**src/rtl/cache_arb_types_pkg.sv**
```systemverilog
// Shared types and default geometry for the I/D-cache to physical-memory arbiter.
package cache_arb_types_pkg;

  localparam int ADDR_WIDTH_DEF = 32;
  localparam int LINE_WIDTH_DEF = 256;
  localparam int OFFSET_BITS    = $clog2(LINE_WIDTH_DEF / 8);

  typedef enum logic [1:0] {
    IDLE,
    SERVE_I,
    SERVE_D,
    RECOVER
  } arb_state_t;

  typedef enum logic {
    OWN_I,
    OWN_D
  } arb_owner_t;

endpackage

```
**src/rtl/cache_arbiter.sv**
```systemverilog
// Arbitrates I-cache fills and D-cache fills/writebacks onto one memory port.
// ARB_ROUND_ROBIN_EN: contested grants go to the requestor that was not served last.
module cache_arbiter
  import cache_arb_types_pkg::*;
#(
  parameter int ADDR_WIDTH = ADDR_WIDTH_DEF,
  parameter int LINE_WIDTH = LINE_WIDTH_DEF
) (
  input  logic                  clk,
  input  logic                  rst,
  input  logic                  imem_read,
  input  logic [ADDR_WIDTH-1:0] imem_address,
  output logic [LINE_WIDTH-1:0] imem_rdata,
  output logic                  imem_resp,
  input  logic                  dmem_read,
  input  logic                  dmem_write,
  input  logic [ADDR_WIDTH-1:0] dmem_address,
  input  logic [LINE_WIDTH-1:0] dmem_wdata,
  output logic [LINE_WIDTH-1:0] dmem_rdata,
  output logic                  dmem_resp,
  output logic                  pmem_read,
  output logic                  pmem_write,
  output logic [ADDR_WIDTH-1:0] pmem_address,
  output logic [LINE_WIDTH-1:0] pmem_wdata,
  input  logic [LINE_WIDTH-1:0] pmem_rdata,
  input  logic                  pmem_resp
);

  localparam logic [ADDR_WIDTH-1:0] ALIGN_MASK = ~ADDR_WIDTH'(LINE_WIDTH / 8 - 1);

  arb_state_t            state, state_next;
  arb_owner_t            last_owner;
  logic [ADDR_WIDTH-1:0] addr_q;
  logic [LINE_WIDTH-1:0] wdata_q;
  logic                  write_q;
  logic                  i_req, d_req, grant_i, grant_d;

  always_comb begin
    i_req = imem_read;
    d_req = dmem_read || dmem_write;
`ifdef ARB_ROUND_ROBIN_EN
    grant_d = d_req && (!i_req || last_owner == OWN_I);
`else
    grant_d = d_req;
`endif
    grant_i = i_req && !grant_d;
  end

  always_ff @(posedge clk or negedge rst) begin
    if (!rst) begin
      state      <= IDLE;
      last_owner <= OWN_I;
      addr_q     <= '0;
      wdata_q    <= '0;
      write_q    <= 1'b0;
    end else begin
      state <= state_next;
      if (state == IDLE && (grant_i || grant_d)) begin
        addr_q  <= (grant_d ? dmem_address : imem_address) & ALIGN_MASK;
        wdata_q <= grant_d ? dmem_wdata : '0;
        // a simultaneous read+write from the D side is serviced as a writeback
        write_q <= grant_d && dmem_write;
      end
      if (state == SERVE_I && pmem_resp) last_owner <= OWN_I;
      if (state == SERVE_D && pmem_resp) last_owner <= OWN_D;
    end
  end

  always_comb begin
    state_next   = state;
    pmem_read    = 1'b0;
    pmem_write   = 1'b0;
    pmem_address = '0;
    pmem_wdata   = '0;
    imem_resp    = 1'b0;
    imem_rdata   = '0;
    dmem_resp    = 1'b0;
    dmem_rdata   = '0;
    case (state)
      IDLE: begin
        if (grant_d)      state_next = SERVE_D;
        else if (grant_i) state_next = SERVE_I;
      end
      SERVE_I, SERVE_D: begin
        pmem_read    = !write_q;
        pmem_write   = write_q;
        pmem_address = addr_q;
        pmem_wdata   = wdata_q;
        if (pmem_resp) begin
          state_next = RECOVER;
          if (state == SERVE_I) begin
            imem_resp  = 1'b1;
            imem_rdata = pmem_rdata;
          end else begin
            dmem_resp  = 1'b1;
            dmem_rdata = pmem_rdata;
          end
        end
      end
      RECOVER: state_next = IDLE;
      default: state_next = IDLE;
    endcase
  end

`ifndef SYNTHESIS
  rw_overlap: assert property (@(posedge clk) disable iff (!rst) !(dmem_read && dmem_write))
    else $warning("dmem_read and dmem_write both high, serviced as a writeback");
  owner_i: assert property (@(posedge clk) disable iff (!rst) imem_resp |=> last_owner == OWN_I)
    else $error("last_owner not updated after I-side completion");
  owner_d: assert property (@(posedge clk) disable iff (!rst) dmem_resp |=> last_owner == OWN_D)
    else $error("last_owner not updated after D-side completion");
`endif

endmodule
```
**config.mk**
```make
export PLATFORM = sky130hd
export DESIGN_NAME = cache_arbiter
export DESIGN_NICKNAME = d
export VERILOG_FILES = /design/src/rtl/cache_arb_types_pkg.sv /design/src/rtl/cache_arbiter.sv
export SDC_FILE = /design/constraint.sdc
export NUM_CORES = 1
export LEC_CHECK = 0
export ABC_AREA = 1
export CORE_AREA = 2 2 545 547
export CTS_CLUSTER_DIAMETER = 40
export DETAILED_ROUTE_END_ITERATION = 10
export DIE_AREA = 0 0 547 549
export PLACE_DENSITY = 0.3
export SYNTH_ARGS = -nofsm -noshare
export SYNTH_HDL_FRONTEND = slang
export SYNTH_SLANG_ARGS = --single-unit
```
**constraint.sdc**
```tcl
create_clock -name clk -period 1.8 [get_ports clk]
set_input_delay 0.27 -clock clk [delete_from_list [all_inputs] [get_ports clk]]
set_output_delay 0.27 -clock clk [all_outputs]
set_load 0.005 [all_outputs]
```
# ---- Yosys cells after proc, flatten, opt, wreduce, memory -nomap -nowiden
# Index checks and enable logic that the tools add are counted.
dict set report classes {
  n_eq_ne 5
  mux 22
  reduce_logical 10
}
# op n
set op_table {}
lappend op_table {{$mux 256} 8}
lappend op_table {{$mux 32} 2}
lappend op_table {{$mux 1} 8}
lappend op_table {{$mux 2} 3}
lappend op_table {{$pmux 2 s3} 1}
lappend op_table {{$eq 2x2->1 const B} 2}
lappend op_table {{$logic_and 1x1->1} 3}
lappend op_table {{$ne 3x3->1 const B} 1}
lappend op_table {{$eq 2x1->1 const B} 1}
lappend op_table {{$logic_not 1->1} 2}
lappend op_table {{$logic_not 2->1} 1}
lappend op_table {{$logic_or 1x1->1} 2}
lappend op_table {{$ne 2x2->1 const B} 1}
lappend op_table {{$reduce_and 2->1} 1}
lappend op_table {{$reduce_or 2->1} 1}
dict set report word_totals {
  out_inout_bits 804
  elab_cells 41
  register_bits 286
}

# ---- Longest topological paths before layout
# Gate-level depths: netlist (run 1).
dict set report logic_depth {
  word_depth 6
  depth_mapped 9
  depth_no_buf 7
}

# ---- Worst setup path before layout (run 1)
# OpenSTA, ideal clock, no wires.
dict set report synth_timing {
  path_type {reg-to-output}
  from {reg state[0]}
  to {out imem_rdata[215]}
  path_buffers 3
  t_required_ps 1530
  slack_ps 52
  arrival_ps 1478
  stages_incl_launch_ff 8
  cell_sequence {dfrtp_1 -> inv_1 -> ha_1 -> buf_2 -> nand2_1 -> buf_2 -> buf_1 -> nor2_1}
}
dict set report synth_via {
  elab_chain_len 4
  elab_cells_between_ends 6
}
# element line_no
set synth_lines {}
lappend synth_lines {{from (decl)} cache_arbiter.sv:31} ;# arb_state_t state, state_next;
lappend synth_lines {{from (signal assigned)} cache_arbiter.sv:57} ;# state <= state_next;
lappend synth_lines {{$eq 2x1->1} {cache_arbiter.sv:79, cache_arbiter.sv:91}}
lappend synth_lines {{$mux 256} cache_arbiter.sv:91} ;# if (state == SERVE_I) begin
lappend synth_lines {{$mux 256} cache_arbiter.sv:89} ;# if (pmem_resp) begin
lappend synth_lines {{$mux 256 *} cache_arbiter.sv:79} ;# case (state)
lappend synth_lines {{to (decl)} cache_arbiter.sv:13} ;# output logic [LINE_WIDTH-1:0] imem_rdata,
# Every way passes the cells marked *; elsewhere a longest branch is shown, timed or not.

# ---- Worst setup path in the final report (run 1)
dict set report layout_timing {
  from {reg state[0]}
  to {out dmem_rdata[26]}
}
dict set report layout_via {
  elab_chain_len 4
  elab_cells_between_ends 6
}
# element line_no
set layout_lines {}
lappend layout_lines {{$eq 2x1->1} {cache_arbiter.sv:79, cache_arbiter.sv:91}}
lappend layout_lines {{$mux 256} cache_arbiter.sv:91}
lappend layout_lines {{$mux 256} cache_arbiter.sv:89}
lappend layout_lines {{$mux 256 *} cache_arbiter.sv:79}
lappend layout_lines {{to (decl)} cache_arbiter.sv:19} ;# output logic [LINE_WIDTH-1:0] dmem_rdata,
# Marked as above.

==> results of run 1 <==
==> critical path: cells and delay by family (launching register included) <==
family        cells  cell delay (ps)
fa+ha+maj         1              310
buf+inv           5              930
flops             1              370
simple gates      3              390
==> cells in the final DEF (no fill, tap or decap), types with 5 or more instances in the layout <==
cell / instances
nand2_1: 1143
clkdlybuf4s50_1: 636
inv_1: 516
buf_4: 420
nor2_1: 389
dfrtp_1: 286
buf_12: 189
dlymetal6s2s_1: 161
clkbuf_2: 140
buf_2: 105
clkbuf_16: 98
nor2_2: 88
buf_6: 63
dlygate4sd2_1: 44
nand2_2: 42
nor2_4: 38
inv_2: 31
o21ai_0: 27
clkdlybuf4s15_2: 25
buf_8: 21
buf_16: 20
clkdlybuf4s15_1: 18
nand2_4: 16
bufinv_16: 13
clkinvlp_4: 10
inv_6: 8
diode_2: 7
clkinv_4: 7
conb_1: 5
clkinv_2: 5
clkbuf_8: 5
==> worst max-delay path by stage <==
stage / slack, ps / end / from / cells past startpoint
6_report: -1140 / dmem_rdata[26] / state[0] / 9
5_1_grt: -1280 / dmem_rdata[26] / state[0] / 9
4_1_cts: -1240 / dmem_rdata[26] / state[0] / 9
3_5_place_dp: -1060 / imem_rdata[9] / pmem_resp / 8
3_3_place_gp: -1060 / imem_rdata[9] / pmem_resp / 8
2_1_floorplan: 50 / imem_rdata[215] / state[0] / 7
==> routing by layer <==
metal / GRT usage / up-vias / part of all wire
met5: 0.00301 / - / 0.00066
met4: 0.0397 / 12 / 0.037
met3: 0.0469 / 307 / 0.085
met2: 0.235 / 1276 / 0.50
met1: 0.147 / 11892 / 0.38
li1: - / 11279 / -
==> cell type report <==
class / instances / area (um^2) / share of cell area
repair buffers: 1873 / 19700 / 0.449
multi-input cells: 1759 / 7470 / 0.170
flip-flops and latches: 286 / 7160 / 0.163
well taps: 3939 / 4930 / 0.112
inverters: 549 / 2070 / 0.0472
clock buffers: 76 / 1800 / 0.0411
clock inverters: 48 / 721 / 0.0164
diodes: 7 / 17.5 / 0.000399
==> power groups by stage <==
stage	Sequential, mW	Clock (mW)	Combinational, mW
after floorplan	10.7	0	12.7
after global placement	11.5	0	42.2
after detailed placement	11.5	0	42.0
after CTS	11.5	14.2	43.7
after global routing	11.9	14.6	53.4
final	11.6	13.8	49.1
==> what timing repair did <==
| item | in CTS | in global routing |
|---|---|---|
| setup buffers | 9 | 174 |
| gates cloned | 15 | 32 |
| setup endpoints to repair | 804 | 807 |
| hold buffers | 1 | 0 |
| hold endpoints to repair | 26 | 0 |
| gates resized for setup | 303 | 1203 |
| pin swaps | 3 | 3 |
==> registers in the layout (all words and copies together) (netlist names) <==
register  flops
state         2
addr_q       27
wdata_q     256
write_q       1
==> stage by stage <==
| stage | setup slack (ps) | cells | setup TNS (ps) |
|---|---|---|---|
| floorplan | 51.9 | 2757 | 0 |
| global placement | -1060 | 8182 | -618970 |
| detailed placement | -1060 | 8182 | -612440 |
| CTS | -1240 | 8331 | -848710 |
| global route | -1280 | 8535 | -776360 |
| finish | -1140 | 8537 | -663870 |
==> logic make-up (layout without fill, tap and decap cells) <==
logic type | after synthesis | after routing | share of synthesized area
simple gates | 1723 | 1723 | 0.386
buf+inv | 712 | 2546 | 0.176
flops | 286 | 286 | 0.426
compound gates | 28 | 28 | 0.00857
fa+ha+maj | 3 | 3 | 0.00224
other cells | 1 | 12 | 0.000223
==> parameters.txt, run 1 <==
Parameter                              Value

Floorplanning
  Core area    ~300000 um^2
  Number of top-level design ports    1386
  Initial core utilization    0.0569
  Row cnt    200
  Die boundary width    around 550 um
  Die H    549 um
  Full die area    300000 um^2

STA
  Fin worst setup slack    -1140 ps
  Worst slew margin relative to its limit    0.615
  Pins over their slew limit    0
  Final clock period utilization by the worst path    1.63
  Highest achievable clock rate    340 MHz
  RSZ-0062 raised after global routing    yes
  Fin crit period    2940 ps
  Final setup violating endpoints    799
  Actual transition at the worst max-transition pin    576 ps
  Worst clock skew    18.9 ps
  Minimum hold slack    166 ps
  Total count of hold-check failures in the final report    0

Route
  Drt pass-1 iters    7
  Routed via count divided by cell count    just under 3
  Post-route DRC    0
  Drt first-iter violations    1370
  Post-detailed-route wirelength per cell    approximately 25 um
  Count of antenna-violating nets left after detailed routing    0
  Final WL    215000 um
  Vias after detailed routing    24766

Placed design
  Placed standard-cell area    38300 um^2
  Number of I/O port buffers    1370
  Placer's final routability congestion estimate    0.881
  Total half-perimeter wirelength after legalization and detailed placement    around 180000 um

Synth
  EDFF count, synth    0
  Post-synthesis instance area    16800 um^2
  Sequential area share after synthesis    0.426
  Post-Syn Area per Cell    about 6 um^2
  Top post-synthesis cells by area    dfrtp_1 (43%), nand2_1 (27%), inv_1 (12%), nor2_1 (11%), buf_2 (2.9%)
  Synth area leader    dfrtp_1
  Top-count cell post-synth    nand2_1
  Number of synthesized register bits    roughly 290
  Cell count after synthesis    2753
  Top cell type's share of synthesized area    0.426
  Number of warning messages in the yosys log    0
  Dominant synthesized flop cell    dfrtp_1
  Fraction of registers with async set/reset    1.00
  Post-synthesis cell type count    19
  Top cell types by occurrence after synthesis    nand2_1 (1203), inv_1 (546), nor2_1 (514)

Setup path
  Element type at the critical path end    output port
  Signal arrival time at the worst endpoint    2670 ps
  Chain of cells forming the critical path    inv_2 -> ha_4 -> inv_4 -> nor2_4 -> nand2_8 -> buf_16 -> nor2_2 -> buf_4 -> clkdlybuf4s50_1
  CP startpoint kind    register
  Depth of the worst register-to-register path    9
  Worst endpoint required time    1530 ps
  Master of the slowest instance on the critical path    clkdlybuf4s50_1
  Longest individual stage delay on the worst path    500 ps
  Setup slack, reg-to-reg    80 ps
  Category of the most critical setup path    register to output port
  Critical register-to-register path endpoint    wdata_q[97]
  Highest net fanout along the worst path    12
  Launching point of the worst reg2reg path    state[1]

Pwr
  VDD IR max    0.000773 V
  Reported leakage power    roughly 25 nW
  Total power consumption of the routed design    74.5 mW
  Power share of the combinational group    0.659
  Pwr dens    1700 nW/um^2
  Register share of total power    0.155
  Sw power    31.5 mW
  Clk pwr share    0.185
  Sw frac    0.422
  Internal Dissipation    43.1 mW

Flow run
  Number of max-cap violations    0

Hold path
  Hold depth    3
  Origin of the worst min-delay path    dmem_wdata[128]
  Type of the most critical hold path    input pin to register
  End point of the most critical hold path    wdata_q[128]

Finish
  Final core occ    0.149
  Layout area overhead    161%
  Net total in the final layout    5122
  Cell area after layout    between 40000 and 50000 um^2
  Fillcell total    33880
  Fraction of layout instances using a drive strength above 1    0.296

Global route
  Remaining Overflow, GRT    0
  Global-route wire length before repair    261000 um
  Via count of the first global-routing pass    24944
  Antenna violations before repair    88
  Pin count of the biggest net entering global routing    43
  Global router's overall resource usage    0.133

Clocking
  TritonCTS clock tree    built
  H-tree levels    3
  Sinks on the clock net    286
  Number of buffers added by the clock tree synthesis step    68
  Clock transition at the registers of the reported paths    50 ps
  Clock latency on the worst-skew pair    620 ps
  Clk buf depth    3
  Root Driver    clkbuf_16

Run status
  Failing checks    setup timing
  Outcome    complete, but fails checks
Note: power is estimated with default switching activity, not from simulation.
==> run 2, diff against run 1 <==
--- a/config.mk
+++ b/config.mk
@@ -10,7 +10,7 @@
 export CTS_CLUSTER_DIAMETER = 40
 export DETAILED_ROUTE_END_ITERATION = 10
 export DIE_AREA = 0 0 547 549
-export PLACE_DENSITY = 0.3
+export PLACE_DENSITY = 0.36
 export SYNTH_ARGS = -nofsm -noshare
 export SYNTH_HDL_FRONTEND = slang
 export SYNTH_SLANG_ARGS = --single-unit
==> parameters.txt, run 2 (synthesized netlist as in run 1, its figures left out) <==
Parameter                              Value

Global route
  Global router's overall resource usage    0.131 (-0.00129)
  Via count of the first global-routing pass    24866 (-0.31%)
  Antenna violations before repair    116 (+32%)
  Global-route wire length before repair    258000 um (-1.3%)
  Gr busiest metal    met2
  Met1 routing resource usage after global routing    0.143 (-0.00469)
  Met2 capacity usage during global routing    0.235 (+0.000406)
  Met3 Resource Use GR    0.0459 (-0.00106)
  Pin count of the biggest net entering global routing    63 (+47%)
  Remaining Overflow, GRT    0 (unchanged)

STA
  RSZ-0062 raised after global routing    yes
  Highest achievable clock rate    319 MHz (-6.2%)
  Total count of hold-check failures in the final report    0 (unchanged)
  Fin crit period    3130 ps (+194 ps)
  Worst slew margin relative to its limit    0.333 (-0.282)
  Pins over their slew limit    0 (unchanged)
  Worst clock skew    71.6 ps (+52.7 ps)
  Setup TNS    -835440 ps (-171570 ps)
  Actual transition at the worst max-transition pin    997 ps (+421 ps)
  Final setup violating endpoints    799 (unchanged)
  Final clock period utilization by the worst path    1.74 (+0.108)
  Fin worst setup slack    -1330 ps (-194 ps)

Clocking
  Clock latency on the worst-skew pair    690 ps (+70 ps)
  Number of buffers added by the clock tree synthesis step    61 (-10%)
  Sinks on the clock net    286 (unchanged)
  Root Driver    clkbuf_16
  H-tree levels    2 (-1)
  Clk buf depth    3 (unchanged)
  TritonCTS clock tree    built
  Clock transition at the registers of the reported paths    60 ps (about the same)

Finish
  Reg area    7160 um^2 (unchanged)
  Number of flip-flops in the largest register    256 (unchanged)
  Largest Register    wdata_q
  Fillcell total    33971 (+0.27%)
  Commonest cells after routing, fill and taps aside    nand2_1 (1199), clkdlybuf4s50_1 (991), inv_1 (535)
  Net total in the final layout    4933 (-3.7%)
  Layout area overhead    146%
  Fraction of layout instances using a drive strength above 1    0.185 (-0.111)
  Most common cell after layout, fill and taps aside    nand2_1
  Combined area of the multi-input logic cells    6870 um^2 (-8.0%)
  Cell area after layout    41300 um^2 (-5.8%)
  Largest regs    wdata_q: 256 flops, addr_q: 27 flops, state: 2 flops

Hold path
  Type of the most critical hold path    input pin to register

Floorplanning
  Die H    549 um (unchanged)
  Die boundary width    547 um (unchanged)
  Number of top-level design ports    1386 (unchanged)
  Initial core utilization    0.0569 (unchanged)
  Core area    295000 um^2 (unchanged)
  Row cnt    200 (unchanged)
  Full die area    300000 um^2 (unchanged)

Setup path
  Worst endpoint required time    1530 ps (about the same)
  Launching point of the worst reg2reg path    state[0]
  Highest net fanout along the worst path    34 (+22)
  Crit. Startpoint    state[0]
  Element type at the critical path end    output port
  Setup slack, reg-to-reg    110 ps (+30 ps)
  Depth of the worst register-to-register path    8 (-1)
  Termination of the worst setup path    dmem_rdata[105]
  Critical register-to-register path endpoint    wdata_q[76]
  CP startpoint kind    register
  Signal arrival time at the worst endpoint    2860 ps (+190 ps)
  Category of the most critical setup path    register to output port

Placed design
  Total half-perimeter wirelength after legalization and detailed placement    183000 um (about the same)
  Number of I/O port buffers    1370 (unchanged)
  Placed standard-cell area    38500 um^2 (+0.46%)
  Placer's final routability congestion estimate    0.931 (+5.7%)

Route
  Routed via count divided by cell count    2.85 (-1.7%)
  Post-route DRC    0 (unchanged)
  Drt first-iter violations    1357 (-0.95%)
  Vias after detailed routing    23861 (-3.7%)
  Drt pass-1 iters    5 (-2)
  Post-detailed-route wirelength per cell    24.5 um (-2.7%)
  Final WL    205000 um (-4.6%)
  Count of antenna-violating nets left after detailed routing    0 (unchanged)

Pwr
  VDD IR max    0.00117 V (+52%)
  Reported leakage power    21.2 nW (-17%)
  Pwr dens    1600 nW/um^2 (-5.7%)

Run status
  Failing checks    setup timing
  Outcome    complete, but fails checks

Flow run
  Number of max-cap violations    0 (unchanged)
run 2: cell types whose count changed in the layout (fill, tap and decap cells not counted), sizes merged, moves of 14 or more:
cell           before  now
clkdlybuf4s50     636  991
buf               818  576
dlymetal6s2s      161   24
clkbuf            246  117
clkdlybuf4s15      43   18
diode               7   32
dlygate4sd2        44   30
run 2: worst min-delay path by stage:
| stage | end | startpoint | depth (start not counted) | slack, ps |
|---|---|---|---|---|
| 6_report | wdata_q[111] | dmem_wdata[111] | 3 | 100 |
| 5_1_grt | wdata_q[111] | dmem_wdata[111] | 3 | 50 |
| 4_1_cts | wdata_q[104] | dmem_wdata[104] | 3 | 7 |
| 3_5_place_dp | wdata_q[47] | rst | 1 | 190 |
| 3_3_place_gp | wdata_q[47] | rst | 1 | 190 |
| 2_1_floorplan | addr_q[10] | rst | 0 | -30 |
run 2: cell type report:
type,instances,area share
inverters,549,0.0500
clock buffers,71,0.0395
repair buffers,1691,0.439
multi-input cells,1759,0.166
flip-flops and latches,286,0.173
well taps,3939,0.119
clock inverters,44,0.0112
diodes,32,0.00194
run 2: where the power goes:
| part | switching [mW] | total (mW) | internal (mW) |
|---|---|---|---|
| clock | 4.53 | 11.6 | 7.04 |
| sequential | 2.14 | 11.6 | 9.47 |
| combinational | 21.9 | 43.0 | 21.1 |
| total | 28.6 | 66.2 | 37.6 |
run 2: repair_timing:
item | CTS | global route
pin swaps | 3 | 3
setup endpoints to repair | 799 | 818
resized for setup | 179 | 273
hold buffers | 3 | 0
cloned | 8 | 3
buffers inserted | 10 | 28
hold endpoints to repair | 286 | 0
run 2: critical path, cell delays in order (launching register included):
cell             delay [ps]
dfrtp_1                 380
inv_2                    60
ha_4                    270
inv_2                    50
nor2_4                  110
nand2_4                  60
buf_12                  150
nor2_2                  260
buf_4                   150
clkdlybuf4s50_1         510
run 2: per-layer routing:
metal	share of wire	up-vias	wire length (um)
met5	0.00026	-	54
met4	0.044	8	8970
met3	0.086	363	17600
met2	0.49	1319	101000
met1	0.38	11276	78000
li1	-	10895	-
run 2: metrics by stage:
stage	utilization	setup WS [ps]	cells	hold WS (ps)	power [mW]
4_1_cts	0.139	-1330	8309	6.93	67.7
6_report	0.140	-1330	8371	104	66.2
3_5_place_dp	0.131	-773	8173	190	53.2
2_1_floorplan	-	51.9	2757	-25.6	23.3
5_1_grt	0.140	-1400	8353	54.5	71.2
3_3_place_gp	0.131	-789	8173	189	53.3
